$ cat config.mk
export PLATFORM = sky130hd
export DESIGN_NAME = change_state_machine
export DESIGN_NICKNAME = d
export VERILOG_FILES = /design/src/rtl/change_state_machine.sv
export SDC_FILE = /design/constraint.sdc
export NUM_CORES = 1
export LEC_CHECK = 0
export CAP_MARGIN = 15
export CELL_PAD_IN_SITES_DETAIL_PLACEMENT = 1
export CELL_PAD_IN_SITES_GLOBAL_PLACEMENT = 1
export CORE_ASPECT_RATIO = 1.2
export CORE_UTILIZATION = 48
export CTS_BUF_LIST = sky130_fd_sc_hd__clkbuf_2 sky130_fd_sc_hd__clkbuf_4 sky130_fd_sc_hd__clkbuf_8
export DETAILED_ROUTE_END_ITERATION = 10
export DONT_BUFFER_PORTS = 1
export PLACE_DENSITY = 0.91
export SLEW_MARGIN = 20
export SYNTH_ARGS = -nofsm -noshare
export SYNTH_HDL_FRONTEND = slang
export SYNTH_SLANG_ARGS = --single-unit
$ cat constraint.sdc
create_clock -name clock -period 3.05 [get_ports clock]
set_input_delay 0.7625 -clock clock [delete_from_list [all_inputs] [get_ports clock]]
set_output_delay 0.7625 -clock clock [all_outputs]
set_load 0.01 [all_outputs]
$ cat src/rtl/change_state_machine.sv
// rtl/change_state_machine.sv - change/refund dispenser paired with the main payment FSM
//
// Purpose:
//   Captures the amount owed when the main FSM reports an invalid (2) or a
//   valid (3) payment, then pays it out one coin per clock, largest coin
//   first. When nothing is left it raises noMoneyLeft and holds it until the
//   main FSM leaves states 2/3.
//
// Ports:
//   clock        in   1  system clock, rising edge
//   reset        in   1  synchronous, active-high
//   mainState    in   3  main FSM state (0 wait, 1 inserted, 2 invalid, 3 valid, 4 thanks)
//   inputMoney   in   W  amount inserted by the user
//   valueToPay   in   W  price of the item
//   noMoneyLeft  out  1  payout finished; held until mainState leaves 2/3
//   coinValid    out  1  one-cycle pulse: a coin is dispensed this cycle
//   coinOut      out  W  value of the dispensed coin; 0 when coinValid=0
//   moneyLeft    out  W  change still owed
//   coinsGiven   out  W  coins dispensed in the current payout
//   changeState  out  2  0 IDLE, 1 DISPENSE, 2 DONE

module change_state_machine #(
    parameter int W     = 5,
    parameter int COIN0 = 10,
    parameter int COIN1 = 5,
    parameter int COIN2 = 2,
    parameter int COIN3 = 1
) (
    input  logic         clock,
    input  logic         reset,
    input  logic [2:0]   mainState,
    input  logic [W-1:0] inputMoney,
    input  logic [W-1:0] valueToPay,
    output logic         noMoneyLeft,
    output logic         coinValid,
    output logic [W-1:0] coinOut,
    output logic [W-1:0] moneyLeft,
    output logic [W-1:0] coinsGiven,
    output logic [1:0]   changeState
);

    typedef enum logic [1:0] {
        ST_IDLE     = 2'd0,
        ST_DISPENSE = 2'd1,
        ST_DONE     = 2'd2
    } state_t;

    localparam logic [2:0] MAIN_INVALID = 3'd2;
    localparam logic [2:0] MAIN_VALID   = 3'd3;

    localparam logic [W-1:0] C0 = W'(COIN0);
    localparam logic [W-1:0] C1 = W'(COIN1);
    localparam logic [W-1:0] C2 = W'(COIN2);
    localparam logic [W-1:0] C3 = W'(COIN3);

    state_t       r_state;
    logic         r_no_money_left;
    logic         r_coin_valid;
    logic [W-1:0] r_coin_out;
    logic [W-1:0] r_money_left;
    logic [W-1:0] r_coins_given;

    logic [W-1:0] w_coin;
    logic [W-1:0] w_change;
    logic         w_pay_request;

    // Largest coin not exceeding the remaining amount. COIN3 is 1, so any
    // non-zero amount always selects a coin; zero only reaches here unused.
    always_comb begin
        w_coin = '0;
        if (r_money_left >= C0) begin
            w_coin = C0;
        end else if (r_money_left >= C1) begin
            w_coin = C1;
        end else if (r_money_left >= C2) begin
            w_coin = C2;
        end else if (r_money_left >= C3) begin
            w_coin = C3;
        end
    end

    // Change for a valid payment saturates at zero instead of wrapping when
    // the user inserted less than the price.
    always_comb begin
        w_change = '0;
        if (inputMoney >= valueToPay) begin
            w_change = inputMoney - valueToPay;
        end
    end

    assign w_pay_request = (mainState == MAIN_INVALID) || (mainState == MAIN_VALID);

    always_ff @(posedge clock) begin
        if (reset) begin
            r_state         <= ST_IDLE;
            r_no_money_left <= 1'b0;
            r_coin_valid    <= 1'b0;
            r_coin_out      <= '0;
            r_money_left    <= '0;
            r_coins_given   <= '0;
        end else begin
            case (r_state)
                ST_IDLE: begin
                    r_no_money_left <= 1'b0;
                    r_coin_valid    <= 1'b0;
                    r_coin_out      <= '0;
                    // Amount is captured once here; inputs are not looked at
                    // again until the next load.
                    if (mainState == MAIN_INVALID) begin
                        r_money_left  <= inputMoney;
                        r_coins_given <= '0;
                        r_state       <= ST_DISPENSE;
                    end else if (mainState == MAIN_VALID) begin
                        r_money_left  <= w_change;
                        r_coins_given <= '0;
                        r_state       <= ST_DISPENSE;
                    end
                end

                ST_DISPENSE: begin
                    // mainState is deliberately ignored until payout ends.
                    if (r_money_left == '0) begin
                        r_coin_valid    <= 1'b0;
                        r_coin_out      <= '0;
                        r_no_money_left <= 1'b1;
                        r_state         <= ST_DONE;
                    end else begin
                        r_coin_out    <= w_coin;
                        r_coin_valid  <= 1'b1;
                        r_money_left  <= r_money_left - w_coin;
                        r_coins_given <= r_coins_given + 1'b1;
                    end
                end

                ST_DONE: begin
                    r_coin_valid <= 1'b0;
                    r_coin_out   <= '0;
                    // Hold completion until the main FSM moves on, so the
                    // same request can never trigger a second payout.
                    if (!w_pay_request) begin
                        r_no_money_left <= 1'b0;
                        r_state         <= ST_IDLE;
                    end else begin
                        r_no_money_left <= 1'b1;
                    end
                end

                default: begin
                    r_state         <= ST_IDLE;
                    r_no_money_left <= 1'b0;
                    r_coin_valid    <= 1'b0;
                    r_coin_out      <= '0;
                end
            endcase
        end
    end

    assign noMoneyLeft = r_no_money_left;
    assign coinValid   = r_coin_valid;
    assign coinOut     = r_coin_out;
    assign moneyLeft   = r_money_left;
    assign coinsGiven  = r_coins_given;
    assign changeState = r_state;

endmodule

Word level (Yosys, flattened, before mapping)
Index checks and enable logic that the tools add are counted.
{"block": "op_classes", "n_eq_ne": 8, "n_mux": 22, "n_reduce_logical": 8, "bitwise": 1, "add_sub_neg": 3, "n_lt_le_gt_ge": 5}
{"cell": "$mux W5", "n": 7}
{"cell": "$pmux W5 S2", "n": 2}
{"cell": "$mux W2", "n": 5}
{"cell": "$sub A5 B5 Y5", "n": 2}
{"cell": "$eq A3 B2 Y1 const B", "n": 2}
{"cell": "$ne A2 B2 Y1 const B", "n": 3}
{"cell": "$pmux W2 S3", "n": 1}
{"cell": "$reduce_and A3 Y1", "n": 2}
{"cell": "$add A5 B1 Y5 const B", "n": 1}
{"cell": "$ge A5 B1 Y1 const B", "n": 1}
{"cell": "$ge A5 B2 Y1 const B", "n": 1}
{"cell": "$ge A5 B3 Y1 const B", "n": 1}
{"cell": "$ge A5 B4 Y1 const B", "n": 1}
{"cell": "$ge A5 B5 Y1", "n": 1}
{"cell": "$logic_not A5 Y1", "n": 1}
{"cell": "$mux W1", "n": 4}
{"cell": "$mux W4", "n": 1}
{"cell": "$mux W3", "n": 1}
{"cell": "$ne A3 B3 Y1 const B", "n": 1}
{"cell": "$reduce_or A3 Y1", "n": 1}
{"cell": "$eq A2 B1 Y1 const B", "n": 1}
{"cell": "$eq A2 B2 Y1 const B", "n": 1}
{"cell": "$logic_not A2 Y1", "n": 1}
{"cell": "$pmux W1 S2", "n": 1}
{"cell": "4 further kinds", "n": 4}
{"block": "totals", "out_inout_bits": 19, "wordCells": 53, "reg_bits": 19, "in_bits": 15}

Logic depth before layout (Yosys ltp)
{"block": "depth", "word_depth": 8, "mapped_depth": 11, "mapped_depth_nobuf": 11}

Worst setup path after synthesis
No wires, ideal clock.
{"block": "synth_path", "path_kind": "reg-to-reg", "from": "reg r_money_left[1], in the netlist moneyLeft[1]", "to": "reg r_money_left[4], in the netlist moneyLeft[4]", "setup_ps": 103, "slack_ps": 395, "required_time_ps": 2947, "synth_period_minus_slack_ps": 2655, "stages_incl_launch_ff": 12, "n_path_buf": 0, "t_arrival_ps": 2551, "cell_sequence": "dfxtp_1 or2_1 a21oi_1 nand3b_1 nand2_1 ha_1 inv_1 fa_1 a21o_4 a211oi_2 mux2i_1 a2111oi_2"}
{"block": "synth_between", "elab_chain_len": 8, "word_cells_on_any_way": 14, "classes_between": "add/sub (1); order compare (4); eq/ne (1); mux (6); reduce/logical (2)"}
{"item": "from (decl)", "line_no": "60", "source": "logic [W-1:0] r_money_left;"}
{"item": "from (signal assigned)", "line_no": "110", "source": "r_money_left <= inputMoney;"}
{"item": "from (signal assigned)", "line_no": "114", "source": "r_money_left <= w_change;"}
{"item": "from (signal assigned)", "line_no": "130", "source": "r_money_left <= r_money_left - w_coin;"}
{"item": "$ge A5 B1 Y1", "line_no": "77", "source": "end else if (r_money_left >= C3) begin"}
{"item": "$mux W1", "line_no": "77"}
{"item": "$mux W2", "line_no": "75", "source": "end else if (r_money_left >= C2) begin"}
{"item": "$mux W3", "line_no": "73", "source": "end else if (r_money_left >= C1) begin"}
{"item": "$mux W4 *", "line_no": "71", "source": "if (r_money_left >= C0) begin"}
{"item": "via w_coin[0]", "line_no": "63", "source": "logic [W-1:0] w_coin;"}
{"item": "$sub A5 B5 Y5 *", "line_no": "130"}
{"item": "$mux W5 *", "line_no": "122", "source": "if (r_money_left == '0) begin"}
{"item": "$pmux W5 S2 *", "line_no": "102", "source": "case (r_state)"}
Mark *: on every way through the listed nets, which the timed path passes. The rest lies on a longest branch. The select of a mux whose other input is x is not followed.
A chain may end at the register's enable or synchronous reset.

Worst setup path after layout
{"block": "layout_path", "from": "reg r_money_left[2], in the netlist moneyLeft[2]", "to": "reg r_money_left[4], in the netlist moneyLeft[4]"}
Same word-level chain as after synthesis.

==> results.toml <==
[outcome]
status = "completed"

[sta]
hold_violations = 0
setup_viol = 0
period_needed_ns = 2.88
skew_ns = 0.00795
fin_crit_sh = 0.945
fmax_ghz = 0.347
worstMarginPinSlew_ns = 0.582
rsz0062_at_grt = "no"
maxSlewHeadroom = 0.611
tns_ns = 0
drv_slew = 0

[synth]
async_reset_ff_frac = 0
synth_warnings = 0
syn-cell-area_um2 = 1350
synth_fp_nets = 189
post-synth-top-area-cell = "dfxtp_1"
netlist_top_cells_area = "dfxtp_1, ha_1, inv_1, a21oi_1, nor2_1"
yosysUniqueCellTypes = 44
synth_edf_count = 0
ys_ff_latch = 18
ys.flop_type = "dfxtp_1"
yosysSeqAreaShare = 0.267
syn_avg_cell_area_um2 = 8.54
synth_top_cell_area_share = 0.267
synthCells = 158

[drt]
vias = 1168
antenna_left = 0
drcViolationCount = 0
drt_iter0_drc = 14
viasPerCell = 6.12
drt_wl_total_um = 3410
drt_first_pass_iters = 5
wl_per_cell_um = 17.8

[finish]
post-route-util = 0.544
antenna_cells = 0
drive_gt1_frac = 0.0949
nNetsFinal = 190
layout_common_cells = "dfxtp_1, inv_1, ha_1"
final_common_cell = "dfxtp_1"
area_growth_pct = 4.92

[power]
p_leak_nw = 0.589
finalPower_w = 0.00160
p_per_area_nw_per_um2 = 1130
ir_drop_v = 0.000551

[die]
io_pins = 34
rows = 20
core_um2 = 2600
die_w_um = 50.4
start_util = 0.518
die_area_um2 = 3030
die_y_um = 60.1

[worst_setup_path]
path_cells = "or2_1 -> a21oi_1 -> nand3b_1 -> nand2_1 -> ha_1 -> inv_1 -> fa_1 -> a21o_4 -> a211oi_2 -> mux2i_1 -> a2111oi_2"
path_class = "reg -> reg"
max_stage_delay_ns = 0.41
cp_top_family = "compound AO/OA/AOI/OAI gates"
cp.arrival_ns = 3.10
endpoint_kind = "flop"
path_buf_inv = 1
cp_max_fo = 6
required_ns = 3.26
start_kind = "flop"
slowest_stage = "fa_1"

[grt]
track_usage = 0.258
grt_max_degree = 19
antenna_found_initial = 0
first_global_vias = 1232
grt_overflow = 0
grt_pass1_wl_um = 5720

[clock_network]
cts_setup_buffers = 0
cts_tree = "built"
clkSinkCount = 18
clock-root-buffer = "clkbuf_4"
cts_buffers = 3
clock_latency_ns = 0.31
cts.repair.resized = 0
cts_buffer_depth = 2
holdBufCountCts = 0
cts_max_level = 1
path_clk_slew_ns = 0.11

[worst_hold_path]
hp-class = "in -> reg"

[placed_design]
dp_hpwl_um = 2690
portBuffers = 0
gp_congestion = 0.827

[job]
cap_violations = 0
-- registers in the layout, indices dropped and copies added (netlist names) --
name         count
changeState      2
moneyLeft        5
coinOut          4
coinValid        1
coinsGiven       5
noMoneyLeft      1
-- layer usage --
| metal | GRT usage | vias to the layer above | share of wire |
|---|---|---|---|
| met2 | 0.472 | 41 | 0.53 |
| met4 | 0.0873 | 0 | 0.015 |
| met1 | 0.292 | 564 | 0.40 |
| met5 | 0 | - | 0 |
| met3 | 0.0585 | 6 | 0.051 |
| li1 | - | 557 | - |
-- per-stage QoR --
| stage | setup slack, ns | instances | hold WS, ns | instance area, um2 |
|---|---|---|---|---|
| after floorplan | 0.395 | 158 | 0.499 | 1350 |
| after global placement | 0.374 | 187 | 0.511 | 1380 |
| after detailed placement | 0.201 | 187 | 0.525 | 1380 |
| after CTS | 0.162 | 191 | 0.505 | 1420 |
| after global routing | 0.0272 | 191 | 0.472 | 1420 |
| final | 0.167 | 191 | 0.507 | 1420 |
-- synthesized netlist by cell type (all sizes together) (4+ instances only) --
master and n:
a21o 4, a21oi 9, a221oi 4, and2 5
buf 5, dfxtp 18, ha 14, inv 15
nand2 10, nand2b 4, nand3b 4, nor2 11
nor3 8, o21ai 5, xor2 4
-- final cells by class --
type	count	area, um2
sequential	18	360
clock buffer	4	36.3
multi-input combinational	118	898
tap	33	41.3
fill	313	1190
timing repair buffer	3	22.5
inverter	15	56.3
-- kinds of logic (layout without fill, tap and decap cells) --
kind of cell,count (synthesis),in the layout,synth area share
AO/OA/AOI/OAI,35,35,0.212
XOR/XNOR,7,7,0.0455
adder cells (fa/ha/maj),16,16,0.160
buffers and inverters,22,22,0.0668
flip-flops,18,18,0.267
multiplexers,3,3,0.0223
other,1,1,0.00278
AND/OR/NAND/NOR,56,56,0.224
-- final timing paths --
check | cells past startpoint | from | slack (ns) | endpoint
worst min register to register | 2 | coinsGiven[1] | 0.55 | coinsGiven[1]
worst max register to register | 11 | moneyLeft[2] | 0.17 | moneyLeft[4]
worst min-delay path | 1 | reset | 0.51 | moneyLeft[4]
worst max-delay path | 11 | moneyLeft[2] | 0.17 | moneyLeft[4]
-- report_power, final --
group / switching, W / internal (W) / total [W]
Combinational: 0.000619 / 0.000443 / 0.00106
Clock: 0.0000807 / 0.0000729 / 0.000154
Sequential: 0.0000938 / 0.000286 / 0.000380
Total: 0.000793 / 0.000803 / 0.00160
(Power assumes the default switching activity.)
